$ cat config.mk
export PLATFORM = sky130hd
export DESIGN_NAME = voice_scheduler_flat
export DESIGN_NICKNAME = d
export VERILOG_FILES = /design/src/rtl/voice_scheduler_pkg.sv /design/src/rtl/voice_scheduler_if.sv /design/src/rtl/note_queue.sv /design/src/rtl/voice_scheduler.sv /design/src/flat_wrapper.sv
export SDC_FILE = /design/constraint.sdc
export NUM_CORES = 1
export LEC_CHECK = 0
export BUFFER_PORTS_ARGS = -buffer_cell sky130_fd_sc_hd__buf_2
export CAP_MARGIN = 5
export CORE_MARGIN = 10
export CORE_UTILIZATION = 48
export DETAILED_ROUTE_END_ITERATION = 8
export PLACE_DENSITY = 0.71
export SLEW_MARGIN = 0
export SYNTH_ARGS = -nofsm -noshare
export SYNTH_HDL_FRONTEND = slang
export SYNTH_SLANG_ARGS = --single-unit
$ cat constraint.sdc
create_clock -name clock_50_000_000 -period 8.5 [get_ports clock_50_000_000]
set_clock_uncertainty 0.05 [all_clocks]
set_input_delay 1.7 -clock clock_50_000_000 [delete_from_list [all_inputs] [get_ports clock_50_000_000]]
set_output_delay 1.7 -clock clock_50_000_000 [all_outputs]
set_load 0.005 [all_outputs]
$ cat src/rtl/voice_scheduler_pkg.sv
// Shared MIDI event types plus voice and scheduler state encodings.
// Imported by the note queue, the interface and the scheduler top.
package voice_scheduler_pkg;

  typedef enum logic {
    OFF = 1'b0,
    ON  = 1'b1
  } status_t;

  typedef logic [6:0] note_t;
  typedef logic [6:0] velocity_t;

  typedef struct packed {
    status_t   status;
    note_t     note_number;
    velocity_t velocity;
  } note_change_t;

  typedef enum logic [1:0] {
    IDLE,
    ACTIVE,
    RELEASING
  } voice_state_t;

  typedef enum logic [1:0] {
    FSM_IDLE,
    FSM_DECIDE,
    FSM_STEAL
  } fsm_state_t;

endpackage

$ cat src/rtl/voice_scheduler_if.sv
// Note input, overflow flag and per-voice command bus of the scheduler.
// slave faces the scheduler; master faces the parser/pipeline side.
interface voice_scheduler_if #(
  parameter int PIPELINE_COUNT = 4
);
  import voice_scheduler_pkg::*;

  note_change_t                       note;
  logic                               note_ready;
  logic                               overflow;
  logic         [PIPELINE_COUNT-1:0]  pipeline_released;
  note_change_t [PIPELINE_COUNT-1:0]  pipeline_notes;
  logic         [PIPELINE_COUNT-1:0]  pipeline_notes_ready;

  modport master (
    output note, note_ready, pipeline_released,
    input  overflow, pipeline_notes, pipeline_notes_ready
  );

  modport slave (
    input  note, note_ready, pipeline_released,
    output overflow, pipeline_notes, pipeline_notes_ready
  );

endinterface

$ cat src/rtl/note_queue.sv
// First-word-fall-through FIFO of note events; a push is visible at head next cycle.
// Pushes while full are ignored (caller flags the drop); pops while empty are ignored.
module note_queue
  import voice_scheduler_pkg::*;
#(
  parameter int QUEUE_DEPTH = 8
) (
  input  logic                          clk,
  input  logic                          rst_l,
  input  logic                          push,
  input  note_change_t                  push_data,
  input  logic                          pop,
  output note_change_t                  head,
  output logic                          full,
  output logic                          empty,
  output logic [$clog2(QUEUE_DEPTH):0]  count
);
  localparam int AW = $clog2(QUEUE_DEPTH);

  note_change_t  mem_q [QUEUE_DEPTH];
  logic [AW:0]   wr_ptr_q, wr_ptr_d;
  logic [AW:0]   rd_ptr_q, rd_ptr_d;
  logic          push_ok, pop_ok;

  // Pointers carry one extra wrap bit so full and empty stay distinct.
  assign count   = wr_ptr_q - rd_ptr_q;
  assign full    = (count == (AW+1)'(QUEUE_DEPTH));
  assign empty   = (count == '0);
  assign head    = mem_q[rd_ptr_q[AW-1:0]];
  assign push_ok = push && !full;
  assign pop_ok  = pop && !empty;

  always_comb begin
    wr_ptr_d = wr_ptr_q + (AW+1)'(push_ok);
    rd_ptr_d = rd_ptr_q + (AW+1)'(pop_ok);
  end

  always_ff @(posedge clk) begin
    if (!rst_l) begin
      wr_ptr_q <= '0;
      rd_ptr_q <= '0;
    end else begin
      wr_ptr_q <= wr_ptr_d;
      rd_ptr_q <= rd_ptr_d;
    end
  end

  always_ff @(posedge clk) begin
    if (push_ok) mem_q[wr_ptr_q[AW-1:0]] <= push_data;
  end

endmodule

$ cat src/rtl/voice_scheduler.sv
// Queues note events and assigns them to voices (retrigger, first idle, else LRU steal).
// Strobe two cycles after acceptance; a steal takes two cycles; full queue drops and flags overflow.
module voice_scheduler
  import voice_scheduler_pkg::*;
#(
  parameter int PIPELINE_COUNT = 4,
  parameter int QUEUE_DEPTH    = 8
) (
  input logic               clock_50_000_000,
  input logic               reset_l,
  voice_scheduler_if.slave  bus
);
  localparam int VW = $clog2(PIPELINE_COUNT);
  localparam int CW = $clog2(QUEUE_DEPTH) + 1;
  typedef logic [VW-1:0] voice_t;

  fsm_state_t                         fsm_q, fsm_d;
  voice_state_t                       vstate_q [PIPELINE_COUNT];
  voice_state_t                       vstate_d [PIPELINE_COUNT];
  note_t                              vnote_q  [PIPELINE_COUNT];
  note_t                              vnote_d  [PIPELINE_COUNT];
  voice_t                             age_q    [PIPELINE_COUNT];
  voice_t                             age_d    [PIPELINE_COUNT];
  voice_t                             victim_q, victim_d;
  note_change_t [PIPELINE_COUNT-1:0]  notes_q, notes_d;
  logic         [PIPELINE_COUNT-1:0]  strobe_q, strobe_d;
  logic                               overflow_q, overflow_d;

  note_change_t    head;
  logic            q_full, q_empty, q_pop, push_acc;
  logic [CW-1:0]   q_count, next_count;
  logic            match_found, idle_found, rel_found, go_steal, touch_en;
  voice_t          match_v, idle_v, rel_v, act_v, rel_age, act_age, touch_v;

  note_queue #(.QUEUE_DEPTH(QUEUE_DEPTH)) u_note_queue (
    .clk       (clock_50_000_000),
    .rst_l     (reset_l),
    .push      (bus.note_ready),
    .push_data (bus.note),
    .pop       (q_pop),
    .head      (head),
    .full      (q_full),
    .empty     (q_empty),
    .count     (q_count)
  );

  assign push_acc                 = bus.note_ready && !q_full;
  assign bus.pipeline_notes       = notes_q;
  assign bus.pipeline_notes_ready = strobe_q;
  assign bus.overflow             = overflow_q;

  // Downward scan leaves the lowest matching index; ages are unique so max-age needs no tiebreak.
  always_comb begin
    match_found = 1'b0;  match_v = '0;
    idle_found  = 1'b0;  idle_v  = '0;
    rel_found   = 1'b0;  rel_v   = '0;  rel_age = '0;
    act_v       = '0;    act_age = '0;
    for (int i = PIPELINE_COUNT - 1; i >= 0; i--) begin
      if (vstate_q[i] == ACTIVE && vnote_q[i] == head.note_number) begin
        match_found = 1'b1;
        match_v     = voice_t'(i);
      end
      if (vstate_q[i] == IDLE) begin
        idle_found = 1'b1;
        idle_v     = voice_t'(i);
      end
      if (vstate_q[i] == RELEASING && (!rel_found || age_q[i] > rel_age)) begin
        rel_found = 1'b1;
        rel_v     = voice_t'(i);
        rel_age   = age_q[i];
      end
      if (vstate_q[i] == ACTIVE && age_q[i] >= act_age) begin
        act_v   = voice_t'(i);
        act_age = age_q[i];
      end
    end
  end

  always_comb begin
    fsm_d      = fsm_q;
    vstate_d   = vstate_q;
    vnote_d    = vnote_q;
    age_d      = age_q;
    victim_d   = victim_q;
    notes_d    = notes_q;
    strobe_d   = '0;
    overflow_d = bus.note_ready && q_full;
    q_pop      = 1'b0;
    go_steal   = 1'b0;
    touch_en   = 1'b0;
    touch_v    = '0;

    // Release first so a same-cycle assignment below overrides it.
    for (int i = 0; i < PIPELINE_COUNT; i++) begin
      if (vstate_q[i] == RELEASING && bus.pipeline_released[i]) vstate_d[i] = IDLE;
    end

    case (fsm_q)
      FSM_DECIDE: begin
        if (!q_empty) begin
          if (head.status == ON) begin
            if (match_found) begin
              notes_d[match_v]  = head;
              strobe_d[match_v] = 1'b1;
              touch_en          = 1'b1;
              touch_v           = match_v;
              q_pop             = 1'b1;
            end else if (idle_found) begin
              notes_d[idle_v]   = head;
              strobe_d[idle_v]  = 1'b1;
              vstate_d[idle_v]  = ACTIVE;
              vnote_d[idle_v]   = head.note_number;
              touch_en          = 1'b1;
              touch_v           = idle_v;
              q_pop             = 1'b1;
            end else begin
              victim_d           = rel_found ? rel_v : act_v;
              notes_d[victim_d]  = '{status: OFF, note_number: vnote_q[victim_d], velocity: '0};
              strobe_d[victim_d] = 1'b1;
              go_steal           = 1'b1;
            end
          end else begin
            if (match_found) begin
              notes_d[match_v]  = head;
              strobe_d[match_v] = 1'b1;
              vstate_d[match_v] = RELEASING;
            end
            q_pop = 1'b1;
          end
        end
      end
      FSM_STEAL: begin
        notes_d[victim_q]  = head;
        strobe_d[victim_q] = 1'b1;
        vstate_d[victim_q] = ACTIVE;
        vnote_d[victim_q]  = head.note_number;
        touch_en           = 1'b1;
        touch_v            = victim_q;
        q_pop              = 1'b1;
      end
      default: ;
    endcase

    if (touch_en) begin
      for (int i = 0; i < PIPELINE_COUNT; i++) begin
        if (age_q[i] < age_q[touch_v]) age_d[i] = age_q[i] + voice_t'(1);
      end
      age_d[touch_v] = '0;
    end

    next_count = q_count + CW'(push_acc) - CW'(q_pop);
    fsm_d      = go_steal ? FSM_STEAL : ((next_count != '0) ? FSM_DECIDE : FSM_IDLE);
  end

  always_ff @(posedge clock_50_000_000) begin
    if (!reset_l) begin
      fsm_q      <= FSM_IDLE;
      victim_q   <= '0;
      notes_q    <= '0;
      strobe_q   <= '0;
      overflow_q <= 1'b0;
      for (int i = 0; i < PIPELINE_COUNT; i++) begin
        vstate_q[i] <= IDLE;
        vnote_q[i]  <= '0;
        age_q[i]    <= voice_t'(i);
      end
    end else begin
      fsm_q      <= fsm_d;
      victim_q   <= victim_d;
      notes_q    <= notes_d;
      strobe_q   <= strobe_d;
      overflow_q <= overflow_d;
      vstate_q   <= vstate_d;
      vnote_q    <= vnote_d;
      age_q      <= age_d;
    end
  end

endmodule

$ cat src/flat_wrapper.sv
// flat-port wrapper written by rule: the top's interface ports become plain ports
module voice_scheduler_flat import voice_scheduler_pkg::*;
#(
  parameter int PIPELINE_COUNT = 4,
  parameter int QUEUE_DEPTH    = 8
)
  (clock_50_000_000, reset_l, bus_note, bus_note_ready, bus_pipeline_released, bus_overflow, bus_pipeline_notes, bus_pipeline_notes_ready);
  voice_scheduler_if #(.PIPELINE_COUNT(PIPELINE_COUNT)) bus_i ();
  input logic clock_50_000_000;
  input logic reset_l;
  input wire logic [$bits(bus_i.note)-1:0] bus_note;
  input wire logic [$bits(bus_i.note_ready)-1:0] bus_note_ready;
  input wire logic [$bits(bus_i.pipeline_released)-1:0] bus_pipeline_released;
  output wire logic [$bits(bus_i.overflow)-1:0] bus_overflow;
  output wire logic [$bits(bus_i.pipeline_notes)-1:0] bus_pipeline_notes;
  output wire logic [$bits(bus_i.pipeline_notes_ready)-1:0] bus_pipeline_notes_ready;
  assign bus_i.note = bus_note;
  assign bus_i.note_ready = bus_note_ready;
  assign bus_i.pipeline_released = bus_pipeline_released;
  assign bus_overflow = bus_i.overflow;
  assign bus_pipeline_notes = bus_i.pipeline_notes;
  assign bus_pipeline_notes_ready = bus_i.pipeline_notes_ready;
  voice_scheduler #(.PIPELINE_COUNT(PIPELINE_COUNT), .QUEUE_DEPTH(QUEUE_DEPTH)) u_core (.clock_50_000_000(clock_50_000_000), .reset_l(reset_l), .bus(bus_i));
endmodule
==> flow_summary_export.csv <==
group,metric,value,unit
worst_hold_path,worstHoldPathCells,2,
finish,antenna_cells,0,
setup_path,critical_path.startpoint_type,"flop",
worst_hold_path,min-delay-path-class,"flop to flop",
drt,detail_route.drc_violations,0,
synth,synth-warning-count,0,
global_routing,grt_antenna_before_repair,1,
sta,timing.setup.tns,0,ns
synth,synthesis.area,11730,µm²
setup_path,crit_type,"flop to flop",
cts,clk_pin_slew,0.06,ns
sta,setup_violations,0,
cts,cts_tree,"built",
synth,synth.net_count,1143,
setup_path,crit_required,8.84,ns
global_routing,grtUsageTotal,20.01,%
synth,post-synth-top-count-cell,"sky130_fd_sc_hd__nand2_1",
drt,vias,9120,
cts,cts_made_buffers,26,
synth,count_of_flip_flops_with_a_built_in_enable_after_synthesis,120,
drt,final_antenna_net_count,0,
global_routing,busiest_layer,"met2",
synth,synth_largest_area_cell,"sky130_fd_sc_hd__edfxtp_1",
finish,finalNetCount,1219,
setup_path,critPathMostFrequentCell,"sky130_fd_sc_hd__a21oi_1",
setup_path,r2r-start,"u_core.vstate_q[0]",
drt,wl_per_cell,21.06,µm
placement,io_buffers,86,
finish,flow.area_growth_from_synthesis,13.86,%
global_routing,grtUsageMet3,3.695,%
global_routing,grt_start_max_net_pins,85,
sta,slew_headroom,16.05,%
sta,maxSlewViolCount,0,
pwr,power.ir.vdd_worst,0.2064,mV
synth,ys_top_cells_by_count,"122 x sky130_fd_sc_hd__nand2_1, 121 x sky130_fd_sc_hd__dfxtp_1, 120 x sky130_fd_sc_hd__edfxtp_1",
drt,drt-initial-drc-count,1060,
die,die-height,176.3,µm
global_routing,grt_overflow_total,0,
setup_path,timing.rr.end,"u_core.bus.pipeline_notes[16]",
sta,rsz0062_at_grt,"false",
die,die_area,31090,µm²
cts,clock_latency,0.54,ns
global_routing,first_pass_grt_wire_length,50.22,mm
synth,synth_area_leaders,"sky130_fd_sc_hd__edfxtp_1 31%, sky130_fd_sc_hd__dfxtp_1 21%, sky130_fd_sc_hd__mux2i_1 4.0%, sky130_fd_sc_hd__nand2_1 3.9%, sky130_fd_sc_hd__mux4_2 3.6%",
sta,final.period_utilization,73.07,%
finish,finalNonFillerCells,1506,
global_routing,grt_util_met2,32.11,%
placement,place.detailed.instances,1460,
setup_path,cp_max_stage_cell,"sky130_fd_sc_hd__nor2_1",
pwr,power.density,241.0,nW/µm²
synth,synth_cells,1088,
setup_path,worst_ep_arrival_time,6.55,ns
synth,async_flop_share,0,%
sta,maxClockFrequency,161.0,MHz
sta,hold_viol,0,
synth,synth_seq_cells,241,
synth,netlist-cell-type-count,74,
global_routing,globalRouteMet1Util,27.11,%
worst_hold_path,worst_hold_path.endpoint,"u_core.bus.pipeline_notes[18]",
cts,post_cts.resized_instances,0,
synth,syn_area_per_cell,10.78,µm²
die,ios,87,
cts,clockBufferDepth,3,
worst_hold_path,timing.hold.worst.start,"u_core.bus.pipeline_notes[18]",
setup_path,reg2reg_depth,25,
sta,min_period,6.211,ns
die,initial_utilization,48.51,%
drt,drt-pass1-iter-count,5,
placement,dp_hpwl,21.62,mm
drt,vias_per_cell,6.056,
cts,h-tree-depth,1,
die,fp-row-count,57,
finish,final_core_utilization,55.23,%
job,cap_viol_max_count,0,
placement,gpl.final_weighted_congestion,0.9689,
die,chipWidth,176.3,µm
global_routing,grt_pass1_vias,8670,
setup_path,r2r_slack,2.29,ns
die,core_area,24180,µm²
cts,post_cts_buffers,0,
drt,routed_wl,31.71,mm
pwr,power.static_leakage,5.022,nW
setup_path,critical_path.max_fanout,20,
setup_path,setup.worst_path.end_class,"flop",
setup_path,critical_path_s_largest_stage_delay,0.61,ns
synth,synthFlopType,"sky130_fd_sc_hd__dfxtp_1",
cts,clkSinkCount,241,
sta,worst-slew-pin-transition,1.258,ns
finish,layout_cell_share_with_drive_strength_beyond_1,16.07,%
status,run_status,"completed",
cts,cts_root_buf,"sky130_fd_sc_hd__clkbuf_16",
cts,cts_hold_repair.buffers,0,
synth,synth_seq_area_share,51.38,%
synth,synth_top_area_share,30.73,%
==> kinds of logic after synthesis <==
family          share of synthesized area [%]
compound gates                          17.33
xor+xnor                                1.792
fa+ha+maj                               3.649
buf+inv                                 3.275
flops                                   51.38
mux                                     8.620
simple gates                            13.96
==> metrics by stage <==
stage          hold WS [ns]  power [mW]  cell area [µm²]  setup WS, ns
2_1_floorplan        0.4017       1.841            11730         3.487
3_3_place_gp         0.3925       2.045            12470         2.706
3_5_place_dp         0.3944       2.055            12470         2.452
4_1_cts              0.4121       3.219            13350         2.401
5_1_grt              0.4297       3.347            13350         1.722
6_report             0.4117       3.218            13350         2.289
==> per-layer routing <==
| layer | share of wire, % | up-vias |
|---|---|---|
| met2 | 46 | 430 |
| li1 | - | 4272 |
| met4 | 2.8 | 2 |
| met1 | 42 | 4339 |
| met3 | 8.7 | 77 |
| met5 | 0.041 | - |
==> power by group <==
group | total, mW | internal, mW | leakage (nW) | switching [mW]
Combinational | 0.689 | 0.249 | 2.52 | 0.440
Sequential | 1.36 | 1.30 | 2.07 | 0.0589
Clock | 1.17 | 0.701 | 0.430 | 0.469
==> cells in the final DEF (no fill, tap or decap), types with 6 or more instances in the layout <==
cell / netlist / layout
sky130_fd_sc_hd__dfxtp_1: 121 / 120
sky130_fd_sc_hd__or3_1: 17 / 17
sky130_fd_sc_hd__nor3b_1: 6 / 6
sky130_fd_sc_hd__a31oi_1: 12 / 12
sky130_fd_sc_hd__o22ai_1: 12 / 12
sky130_fd_sc_hd__xnor2_1: 10 / 10
sky130_fd_sc_hd__buf_2: 7 / 86
sky130_fd_sc_hd__nor2b_1: 10 / 10
sky130_fd_sc_hd__nand2_1: 122 / 122
sky130_fd_sc_hd__xor2_1: 14 / 14
sky130_fd_sc_hd__nor2_1: 63 / 63
sky130_fd_sc_hd__a22oi_1: 17 / 17
sky130_fd_sc_hd__clkbuf_16: 0 / 26
sky130_fd_sc_hd__a22o_1: 14 / 14
sky130_fd_sc_hd__ha_1: 31 / 31
sky130_fd_sc_hd__nor3_1: 19 / 17
sky130_fd_sc_hd__buf_4: 5 / 16
sky130_fd_sc_hd__and3_1: 16 / 16
sky130_fd_sc_hd__o211ai_1: 6 / 6
sky130_fd_sc_hd__a32o_1: 6 / 6
sky130_fd_sc_hd__clkinv_1: 2 / 6
sky130_fd_sc_hd__and2_1: 13 / 13
sky130_fd_sc_hd__nand2b_1: 15 / 15
sky130_fd_sc_hd__nor4_1: 9 / 9
sky130_fd_sc_hd__mux2i_1: 47 / 47
sky130_fd_sc_hd__mux2_2: 6 / 6
sky130_fd_sc_hd__o21ai_0: 51 / 51
sky130_fd_sc_hd__edfxtp_1: 120 / 120
sky130_fd_sc_hd__nand3_1: 21 / 21
sky130_fd_sc_hd__a21oi_1: 43 / 43
sky130_fd_sc_hd__a32oi_1: 8 / 8
sky130_fd_sc_hd__inv_1: 35 / 35
sky130_fd_sc_hd__mux4_2: 19 / 19
sky130_fd_sc_hd__o21ai_1: 25 / 25
sky130_fd_sc_hd__o2bb2ai_1: 36 / 36
==> final cells by class <==
| type | count | area [µm²] |
|---|---|---|
| Clock buffer | 31 | 689.4 |
| Clock inverter | 15 | 193.9 |
| Tap cell | 324 | 405.4 |
| Timing Repair Buffer | 102 | 550.5 |
| Multi-Input combinational cell | 754 | 5340 |
| Inverter | 39 | 146.4 |
| Fill cell | 2064 | 10820 |
| Sequential cell | 241 | 6027 |
==> worst max-delay path, delay by kind of cell (launching register included) <==
family	cells	cell delay, ns
AO/OA/AOI/OAI	10	2.10
adder cells (fa/ha/maj)	3	0.76
buffers and inverters	1	0.28
flip-flops	1	0.46
multiplexers	1	0.31
AND/OR/NAND/NOR	10	2.12
==> registers in the layout, summed over array words and instances, names as in the netlist, 2 cells and up <==
name	count
u_core.victim_q	2
u_core.age_q	8
u_core.vnote_q	28
u_core.u_note_queue.wr_ptr_q	4
u_core.u_note_queue.rd_ptr_q	4
u_core.u_note_queue.mem_q	120
u_core.bus.pipeline_notes_ready	4
u_core.bus.pipeline_notes	60
u_core.fsm_q	2
u_core.vstate_q	8
==> worst max-delay path by stage <==
stage / start / to / depth (start not counted)
finish: u_core.vstate_q[0] / u_core.bus.pipeline_notes[16] / 25
floorplan: u_core.vstate_q[0] / u_core.bus.pipeline_notes[55] / 24
detailed placement: u_core.vstate_q[0] / u_core.bus.pipeline_notes[16] / 25
global placement: u_core.vstate_q[0] / u_core.bus.pipeline_notes[18] / 25
global route: u_core.vstate_q[0] / u_core.bus.pipeline_notes[17] / 25
CTS: u_core.vstate_q[0] / u_core.bus.pipeline_notes[15] / 25
Power figures use the tool's default switching activity.
